[config.mk]
export PLATFORM = sky130hd
export DESIGN_NAME = rank_order_filter_flat
export DESIGN_NICKNAME = d
export VERILOG_FILES = /design/src/rtl/rank_order_filter_if.sv /design/src/rtl/rank_order_filter.sv /design/src/flat_wrapper.sv
export SDC_FILE = /design/constraint.sdc
export NUM_CORES = 1
export LEC_CHECK = 0
export ABC_AREA = 0
export CAP_MARGIN = 5
export CORE_UTILIZATION = 30
export DETAILED_ROUTE_END_ITERATION = 6
export PLACE_DENSITY_LB_ADDON = 0.3
export SLEW_MARGIN = 15
export SYNTH_ARGS = -nofsm -noshare
export SYNTH_HDL_FRONTEND = slang
export SYNTH_SLANG_ARGS = --single-unit
[constraint.sdc]
create_clock -name CLK -period 8 [get_ports CLK]
set_clock_uncertainty 0.05 [all_clocks]
set_input_delay 1.6 -clock CLK [delete_from_list [all_inputs] [get_ports CLK]]
set_output_delay 1.6 -clock CLK [all_outputs]
set_load 0.03 [all_outputs]
[src/rtl/rank_order_filter_if.sv]
// Sample-stream bundle for rank_order_filter.
//
// Signals:
//   DI    sample data, qualified by DSI
//   DSI   sample strobe
//   RANK  requested rank; 0 = maximum, N-1 = minimum
//   DO    registered result
//   DSO   one-cycle strobe; DO is valid in the same cycle
//   BUSY  high while the filter computes; DSI is ignored then
//   ERR   one-cycle strobe when a short frame is aborted
//
// Modports:
//   master  the sample source (drives DI/DSI/RANK)
//   slave   the filter (drives DO/DSO/BUSY/ERR)
interface rank_order_filter_if #(
    parameter int unsigned WIDTH = 8,
    parameter int unsigned N     = 9,
    parameter int unsigned RW    = $clog2(N)
);
    logic [WIDTH-1:0] DI;
    logic             DSI;
    logic [RW-1:0]    RANK;
    logic [WIDTH-1:0] DO;
    logic             DSO;
    logic             BUSY;
    logic             ERR;

    modport master (
        output DI, DSI, RANK,
        input  DO, DSO, BUSY, ERR
    );

    modport slave (
        input  DI, DSI, RANK,
        output DO, DSO, BUSY, ERR
    );
endinterface

[src/rtl/rank_order_filter.sv]
// Rank-order filter: captures a frame of N unsigned WIDTH-bit samples from a serial
// stream and returns the sample of a selected rank (0 = maximum, (N-1)/2 = median,
// N-1 = minimum). The result comes from repeated max-extraction over a register
// bank, one compare per cycle: each pass scans all N entries (N cycles) and then
// retires the winner (1 cycle); pass k yields the result.
//
// Ports:
//   CLK   clock, rising edge
//   nRST  asynchronous active-low reset
//   bus   rank_order_filter_if.slave (DI, DSI, RANK in; DO, DSO, BUSY, ERR out)
//
// Build option:
//   ROF_RANK_SEL_EN  defined: RANK is latched with the first sample of a frame and
//                    clamped to N-1. Undefined: RANK is ignored and the rank is
//                    fixed at (N-1)/2 (plain median filter).
module rank_order_filter #(
    parameter int unsigned WIDTH = 8,
    parameter int unsigned N     = 9,
    parameter int unsigned RW    = $clog2(N)
) (
    input  logic               CLK,
    input  logic               nRST,
    rank_order_filter_if.slave bus
);

    localparam int unsigned CW = $clog2(N + 1);  // counters must reach N
    localparam int unsigned IW = $clog2(N);      // index into the register bank

    localparam logic [CW-1:0] LastCnt = CW'(N - 1);
    localparam logic [CW-1:0] NCnt    = CW'(N);

    typedef enum logic [1:0] {StIdle, StLoad, StCompute} state_e;

    state_e state_q, state_d;

    logic [CW-1:0]    cnt_q;
    logic [CW-1:0]    scan_q;
    logic [CW-1:0]    pass_q;
    logic [WIDTH-1:0] max_q;
    logic [IW-1:0]    idx_q;
    logic             found_q;
    logic [N-1:0]     valid_q;
    logic [WIDTH-1:0] r_q [N];
    logic [WIDTH-1:0] do_q;
    logic             dso_q;
    logic             err_q;

    logic [CW-1:0]    k;  // rank in effect for the current frame

    // Decoded controls
    logic busy;
    logic capture;
    logic abort;
    logic last_sample;
    logic scan_active;
    logic pass_end;
    logic done;

    logic [IW-1:0] cnt_idx;
    logic [IW-1:0] scan_idx;

    assign cnt_idx  = cnt_q[IW-1:0];
    assign scan_idx = scan_q[IW-1:0];

    // ------------------------------------------------------------------
    // Rank selection
    // ------------------------------------------------------------------
`ifdef ROF_RANK_SEL_EN
    logic [CW-1:0] k_q;
    logic [CW-1:0] k_sel;

    always_comb begin
        k_sel = CW'(bus.RANK);
        if (32'(bus.RANK) > N - 1) begin
            k_sel = LastCnt;
        end
    end

    // Latched on the edge that captures the first sample of a frame.
    always_ff @(posedge CLK or negedge nRST) begin
        if (!nRST) begin
            k_q <= '0;
        end else if (capture && (state_q == StIdle)) begin
            k_q <= k_sel;
        end
    end

    assign k = k_q;
`else
    logic unused_rank;

    assign unused_rank = ^bus.RANK;
    assign k           = CW'((N - 1) / 2);
`endif

    // ------------------------------------------------------------------
    // FSM: state register
    // ------------------------------------------------------------------
    always_ff @(posedge CLK or negedge nRST) begin
        if (!nRST) begin
            state_q <= StIdle;
        end else begin
            state_q <= state_d;
        end
    end

    // ------------------------------------------------------------------
    // FSM: next state
    // ------------------------------------------------------------------
    always_comb begin
        state_d = state_q;
        unique case (state_q)
            StIdle: begin
                if (bus.DSI) begin
                    state_d = StLoad;
                end
            end
            StLoad: begin
                if (!bus.DSI) begin
                    state_d = StIdle;
                end else if (cnt_q == LastCnt) begin
                    state_d = StCompute;
                end
            end
            StCompute: begin
                if ((scan_q == NCnt) && (pass_q == k)) begin
                    state_d = StIdle;
                end
            end
            default: state_d = StIdle;
        endcase
    end

    // ------------------------------------------------------------------
    // FSM: outputs / datapath controls
    // ------------------------------------------------------------------
    always_comb begin
        busy        = 1'b0;
        capture     = 1'b0;
        abort       = 1'b0;
        last_sample = 1'b0;
        scan_active = 1'b0;
        pass_end    = 1'b0;
        done        = 1'b0;
        unique case (state_q)
            StIdle: begin
                capture = bus.DSI;
            end
            StLoad: begin
                capture     = bus.DSI;
                abort       = !bus.DSI;
                last_sample = bus.DSI && (cnt_q == LastCnt);
            end
            StCompute: begin
                busy        = 1'b1;
                scan_active = (scan_q != NCnt);
                pass_end    = (scan_q == NCnt);
                done        = (scan_q == NCnt) && (pass_q == k);
            end
            default: ;
        endcase
    end

    // ------------------------------------------------------------------
    // Sample bank (data only, no reset needed; validity lives in valid_q)
    // ------------------------------------------------------------------
    always_ff @(posedge CLK) begin
        if (capture) begin
            r_q[cnt_idx] <= bus.DI;
        end
    end

    // ------------------------------------------------------------------
    // Counters, max-extraction and result
    // ------------------------------------------------------------------
    always_ff @(posedge CLK or negedge nRST) begin
        if (!nRST) begin
            cnt_q   <= '0;
            scan_q  <= '0;
            pass_q  <= '0;
            max_q   <= '0;
            idx_q   <= '0;
            found_q <= 1'b0;
            valid_q <= '0;
            do_q    <= '0;
            dso_q   <= 1'b0;
            err_q   <= 1'b0;
        end else begin
            dso_q <= 1'b0;
            err_q <= 1'b0;

            if (capture) begin
                if (last_sample) begin
                    cnt_q   <= '0;
                    valid_q <= '1;
                    pass_q  <= '0;
                    scan_q  <= '0;
                    found_q <= 1'b0;
                end else begin
                    cnt_q <= cnt_q + 1'b1;
                end
            end

            if (abort) begin
                cnt_q <= '0;
                err_q <= 1'b1;
            end

            if (scan_active) begin
                // Strictly greater only: on ties the lowest index keeps the win.
                if (valid_q[scan_idx] && (!found_q || (r_q[scan_idx] > max_q))) begin
                    max_q   <= r_q[scan_idx];
                    idx_q   <= scan_idx;
                    found_q <= 1'b1;
                end
                scan_q <= scan_q + 1'b1;
            end

            if (pass_end) begin
                valid_q[idx_q] <= 1'b0;
                if (done) begin
                    do_q  <= max_q;
                    dso_q <= 1'b1;
                end else begin
                    pass_q  <= pass_q + 1'b1;
                    scan_q  <= '0;
                    found_q <= 1'b0;
                end
            end
        end
    end

    assign bus.DO   = do_q;
    assign bus.DSO  = dso_q;
    assign bus.BUSY = busy;
    assign bus.ERR  = err_q;

endmodule

[src/flat_wrapper.sv]
// flat-port wrapper written by rule: the top's interface ports become plain ports
module rank_order_filter_flat 
#(
    parameter int unsigned WIDTH = 8,
    parameter int unsigned N     = 9,
    parameter int unsigned RW    = $clog2(N)
)
  (CLK, nRST, bus_DI, bus_DSI, bus_RANK, bus_DO, bus_DSO, bus_BUSY, bus_ERR);
  rank_order_filter_if #(.WIDTH(WIDTH), .N(N), .RW(RW)) bus_i ();
  input  logic CLK;
  input  logic nRST;
  input wire logic [$bits(bus_i.DI)-1:0] bus_DI;
  input wire logic [$bits(bus_i.DSI)-1:0] bus_DSI;
  input wire logic [$bits(bus_i.RANK)-1:0] bus_RANK;
  output wire logic [$bits(bus_i.DO)-1:0] bus_DO;
  output wire logic [$bits(bus_i.DSO)-1:0] bus_DSO;
  output wire logic [$bits(bus_i.BUSY)-1:0] bus_BUSY;
  output wire logic [$bits(bus_i.ERR)-1:0] bus_ERR;
  assign bus_i.DI = bus_DI;
  assign bus_i.DSI = bus_DSI;
  assign bus_i.RANK = bus_RANK;
  assign bus_DO = bus_i.DO;
  assign bus_DSO = bus_i.DSO;
  assign bus_BUSY = bus_i.BUSY;
  assign bus_ERR = bus_i.ERR;
  rank_order_filter #(.WIDTH(WIDTH), .N(N), .RW(RW)) u_core (.CLK(CLK), .nRST(nRST), .bus(bus_i));
endmodule
# Word level (Yosys, flattened, before mapping)
# Memories as Yosys holds them, arrays and structs flattened.
# Index checks and enable logic that the tools add are counted.
# word_totals
register_bits	46
mem_bits_rw	72
inputBits	15
output_inout_bits	11
elab_cells	85
memories	1
# memory_table
memory	words	width	read_ports	rd_clocked_by_memory_dff	write_ports	line_no	text
u_core.r_q	9	8	1	0	1	rank_order_filter.sv:43	logic [WIDTH-1:0] r_q [N];
# classes
n_addsub	3
n_lt_le_gt_ge	4
n_eq_ne	9
n_mux	42
n_bitwise	2
reduce_logical	13
# op_table
operator	count
$mux 4	12
$mux 9	3
$mux 1	20
$add 4x1->4 const B	3
$lt 4x5->1 const B	2
$and 9x9->9	1
$not 9->9	1
$eq 4x4->1 const B	2
$gt 8x8->1	1
$mux 2	4
$pmux 2 s3	1
$bmux 1 s4	1
$demux 1 s4	1
$eq 4x3->1 const B	1
$ge 4x1->1 const B	1
$logic_and 1x1->1	4
$ne 4x4->1 const B	1
$reduce_and 2->1	2
$ne 3x2->1 const B	1
$reduce_and 3->1	1
$eq 2x1->1 const B	1
$eq 2x2->1 const B	1
$logic_not 1->1	2
$logic_not 2->1	1
5 further kinds	5

# Longest topological paths before layout
# logic_depth
word_depth	9
mapped_depth	13
ltp_nobuf	10

# Worst setup path before layout
# Ideal clock, no wire load.
# synth_timing
path_type	register -> register
start	register u_core.scan_q[0], in the netlist u_core.scan_idx[0]
end	register u_core.idx_q[0]
setup_ns	0.125
t_arrival_ns	2.945
t_required_ns	7.825
slack_ns	4.880
stages_incl_launch_ff	13
path_buffers	3
synth_period_minus_slack_ns	3.120
cell_sequence	dfrtp_1 -> buf_4 -> buf_4 -> mux4_2 -> mux2i_1 -> o21ai_0 -> ha_1 -> a21oi_1 -> nor2_1 -> a2111oi_0 -> a221o_2 -> buf_6 -> mux2_4
# synth_via
elab_chain_cells	5
word_cells_on_any_way	9
cone_classes	order compare: 1; eq/ne: 1; mux: 3; reduce/logical: 3; memory: 1
# synth_lines
item	line_no	text
start: declaration	rank_order_filter.sv:37	logic [CW-1:0] scan_q;
start signal: assignment	rank_order_filter.sv:216	scan_q <= scan_q + 1'b1;
$mem_v2 9x8	-	
$gt 8x8->1	rank_order_filter.sv:211	if (valid_q[scan_idx] && (!found_q || (r_q[scan_idx] > max_q))) begin
$logic_or 1x1->1	rank_order_filter.sv:211	
$logic_and 1x1->1	rank_order_filter.sv:211	
$reduce_and 2->1 (no line)	-	
end signal: assignment	rank_order_filter.sv:213	idx_q <= scan_idx;
end: declaration	rank_order_filter.sv:40	logic [IW-1:0] idx_q;
# Parallel ways exist; a longest one is shown, timed or not. The select of a mux whose other input is x is not followed.
# A chain may end at the register's enable or synchronous reset.

# Worst setup path in the final report
# layout_timing
start	register u_core.scan_q[0], in the netlist u_core.scan_idx[0]
end	register u_core.max_q[1] (read register of u_core.r_q)
# layout_via
elab_chain_cells	5
word_cells_on_any_way	9
cone_classes	order compare: 1; eq/ne: 1; mux: 3; reduce/logical: 3; memory: 1
# layout_lines
item	line_no	text
$mem_v2 9x8	-	
$gt 8x8->1	rank_order_filter.sv:211	
$logic_or 1x1->1	rank_order_filter.sv:211	
$logic_and 1x1->1	rank_order_filter.sv:211	
$reduce_and 2->1 (no line)	-	
end: declaration	rank_order_filter.sv:39	logic [WIDTH-1:0] max_q;
# Parallel ways exist; a longest one is shown, timed or not. The select of a mux whose other input is x is not followed.

==> impl_metrics.json <==
{
  "post-route-worst-setup-slack_ns": 4.15,
  "worst_hold_check_path_type": "reg2reg",
  "ctsRootBufferMaster": "sky130_fd_sc_hd__clkbuf_16",
  "hold_path.startpoint": "u_core.bus.DO[5]$_DFFE_PN0P_",
  "number_of_hold_violations_in_the_final_report": 0,
  "ys_top_cells_by_area": "sky130_fd_sc_hd__edfxtp_1 43%, sky130_fd_sc_hd__dfrtp_1 23%, sky130_fd_sc_hd__mux4_2 7.6%, sky130_fd_sc_hd__ha_1 3.9%, sky130_fd_sc_hd__mux2_2 2.4%",
  "detailroute.via_count": 2794,
  "synth-xor-area-share": 0.00346,
  "worstPathArrival_ns": 4.09,
  "ctsResizeCount": 0,
  "grt_util_all_layers": 0.123,
  "synth_async_sr_flop_share": 0.390,
  "cts_tree": "done",
  "post_synthesis_to_final_layout_area_growth_pct": 20.6,
  "synth.mux.area_fraction": 0.147,
  "place_worst_setup_slack_ns": 4.14,
  "floorplan.io_pins": 26,
  "synth.most_common_cell": "sky130_fd_sc_hd__edfxtp_1",
  "wire_per_inst_um": 16.0,
  "drc": 0,
  "wl_met2_um": 4710,
  "worst_r2r_startpoint": "u_core.scan_idx[0]$_DFF_PN0_",
  "detailed_place_hpwl_um": 6100,
  "finalCritPeriodShare": 0.481,
  "topRoutingLayerUsed": "met4",
  "grt_max_degree": 47,
  "worst_hold_slack_ns": 0.452,
  "clk_pin_slew_ns": 0.05,
  "synthesized_area_fraction_occupied_by_ao_oa_aoi_and_oai_cells": 0.0536,
  "run_status": "finished, final reports clean",
  "rsz_0062_raised_after_global_routing": "no",
  "slew_headroom": 0.399,
  "ys_top_cells_by_count": "72 x sky130_fd_sc_hd__edfxtp_1, 46 x sky130_fd_sc_hd__dfrtp_1, 25 x sky130_fd_sc_hd__nor2_1",
  "cts_hold_buf": 0,
  "tightest_slew_ns": 0.899,
  "synth-main-ff-cell": "sky130_fd_sc_hd__edfxtp_1",
  "grt_first_pass_wirelength_um": 15900,
  "wirelength_um": 9580,
  "edff_count_synth": 72,
  "count_of_cells_along_the_worst_register_to_register_path": 10,
  "final-instance-count-excl-fill": 598,
  "synth-simple-area-share": 0.0782,
  "place_congestion": 0.745,
  "ctsLongestPathBuffers": 2,
  "timing.max_cap.violations": 0,
  "critical_path.reg2reg.endpoint": "u_core.max_q[1]$_DFFE_PN0P_",
  "drtPass1Iterations": 5,
  "die_w_um": 132,
  "placed_cells_incl_taps": 567,
  "crit_type": "reg2reg",
  "fmax_mhz": 260,
  "finalMaxSlewViolations": 0,
  "pwr_density_cell_nw_per_um2": 333,
  "routed_via_density": 4.67,
  "static-leakage-power_nw": 2.33,
  "cp.required_ns": 8.24,
  "synth_adder_area_share": 0.0395,
  "clock_latency_late_sink_ns": 0.41,
  "synth.ff_latch_count": 118,
  "crit_fanout": 22,
  "cts_htree_levels": 4,
  "grt-ovfl-total": 0,
  "synth_area_um2": 5070,
  "first_global_vias": 2923,
  "fin_nets": 397,
  "number_of_core_rows": 47,
  "synth_top_family_by_area": "multiplexers",
  "synth.largest_area_cell": "sky130_fd_sc_hd__edfxtp_1",
  "r2r_setup_slack_ns": 4.15,
  "vdd_ir_drop_max_v": 0.000160,
  "design.core.area_um2": 16500,
  "fin_crit_ns": 3.85,
  "postCtsSetupBuffers": 0,
  "post_dp_cell_area_um2": 5500,
  "number_of_distinct_library_cells_after_synthesis": 43,
  "detail_route.iter0.violations": 128,
  "postSynthCellCount": 335,
  "die_ht_um": 132,
  "starting_density_of_the_core": 0.307,
  "seq_area_frac_synth": 0.654,
  "fin_tns_setup_ns": 0,
  "grt_antenna_before_repair": 0,
  "synth.avg_cell_area_um2": 15.1,
  "cts.sink_count": 118,
  "wl_met3_um": 270,
  "drt-met1-wl_um": 4460,
  "worst_setup_path_start_kind": "register",
  "final_standard_cell_area_without_fillers_um2": 6120,
  "io_buffer_count": 21,
  "cts_buffers": 17,
  "layout_cells_sized_above_1": 0.196,
  "endpoint_of_the_worst_hold_path": "u_core.bus.DO[5]$_DFFE_PN0P_",
  "worstHoldPathCells": 1,
  "synth_top_area_frac": 0.426,
  "setup.worst_path.end_class": "register",
  "setup_viol": 0,
  "yosysWarnings": 0,
  "ant_nets": 0,
  "postSynthNetCount": 366,
  "die_area_um2": 17400,
  "insertedDiodeCount": 0
}
[how the worst max path moves through the flow]
stage / startpoint / endpoint / slack [ns]
global route: u_core.scan_idx[0]$_DFF_PN0_ / u_core.max_q[1]$_DFFE_PN0P_ / 3.91
global placement: u_core.scan_idx[0]$_DFF_PN0_ / u_core.max_q[1]$_DFFE_PN0P_ / 4.13
detailed placement: u_core.scan_idx[0]$_DFF_PN0_ / u_core.max_q[1]$_DFFE_PN0P_ / 4.14
CTS: u_core.scan_idx[0]$_DFF_PN0_ / u_core.max_q[1]$_DFFE_PN0P_ / 4.14
finish: u_core.scan_idx[0]$_DFF_PN0_ / u_core.max_q[1]$_DFFE_PN0P_ / 4.15
floorplan: u_core.scan_idx[0]$_DFF_PN0_ / u_core.idx_q[0]$_DFFE_PN0P_ / 4.88
[cell families (layout without fill, tap and decap cells)]
logic type	after synthesis	in the layout
compound gates	44	44
flops	118	118
mux	48	48
fa+ha+maj	16	16
buf+inv	26	69
simple gates	81	81
xor+xnor	2	2
[stage by stage]
| stage | utilization | power [mW] |
|---|---|---|
| floorplan | - | 1.15 |
| global placement | 0.333 | 1.26 |
| detailed placement | 0.333 | 1.27 |
| CTS | 0.370 | 2.07 |
| global route | 0.370 | 2.15 |
| finish | 0.370 | 2.04 |
[worst max-delay path, cell delays in order, from the launching register on]
cell and delay [ns]:
sky130_fd_sc_hd__dfrtp_1 0.45, sky130_fd_sc_hd__buf_4 0.44, sky130_fd_sc_hd__mux4_2 0.56, sky130_fd_sc_hd__mux2i_1 0.15, sky130_fd_sc_hd__o21ai_0 0.22, sky130_fd_sc_hd__ha_1 0.39, sky130_fd_sc_hd__a21oi_1 0.15, sky130_fd_sc_hd__nor2_1 0.05
sky130_fd_sc_hd__a2111oi_0 0.37, sky130_fd_sc_hd__a221o_2 0.49, sky130_fd_sc_hd__mux2_2 0.38
[per-layer routing]
layer	GRT usage	vias to the layer above
met5	0	-
met4	0.0543	0
met3	0.0373	13
met2	0.199	41
met1	0.152	1426
li1	-	1314
[layout make-up]
| type | count | area, µm² |
|---|---|---|
| clock buffers | 18 | 429 |
| clock inverters | 13 | 181 |
| fillers | 1568 | 10400 |
| inverters | 15 | 56.3 |
| multi-input cells | 191 | 1640 |
| flip-flops and latches | 118 | 3310 |
| well taps | 220 | 275 |
| repair buffers | 23 | 223 |
[where the power goes]
part           leakage [nW]  internal (mW)  switching, mW  total (mW)
registers              1.26          0.730         0.0889       0.819
logic                 0.787          0.212          0.224       0.435
clock network         0.286          0.517          0.266       0.783
[flip-flops by register name, indices dropped and copies added, names as in the netlist]
name / count
u_core.bus.DSO: 1
u_core.scan_idx: 4
u_core.cnt_idx: 4
u_core.idx_q: 4
u_core.bus.ERR: 1
u_core.found_q: 1
u_core.valid_q: 9
u_core.bus.DO: 8
u_core.pass_q: 4
u_core.max_q: 8
u_core.r_q: 72
u_core.state_q: 2
[cell usage in the layout (no fill, tap or decap), types with 12 or more instances in the layout]
cell type | synthesis | layout
sky130_fd_sc_hd__inv_1 | 15 | 15
sky130_fd_sc_hd__nand2_1 | 19 | 19
sky130_fd_sc_hd__o21ai_0 | 15 | 15
sky130_fd_sc_hd__dfrtp_1 | 46 | 46
sky130_fd_sc_hd__ha_1 | 16 | 16
sky130_fd_sc_hd__mux4_2 | 17 | 17
sky130_fd_sc_hd__mux2i_1 | 12 | 12
sky130_fd_sc_hd__edfxtp_1 | 72 | 72
sky130_fd_sc_hd__clkdlybuf4s50_1 | 0 | 20
sky130_fd_sc_hd__nor2_1 | 25 | 25
sky130_fd_sc_hd__clkbuf_16 | 0 | 17
(Power assumes the default switching activity.)
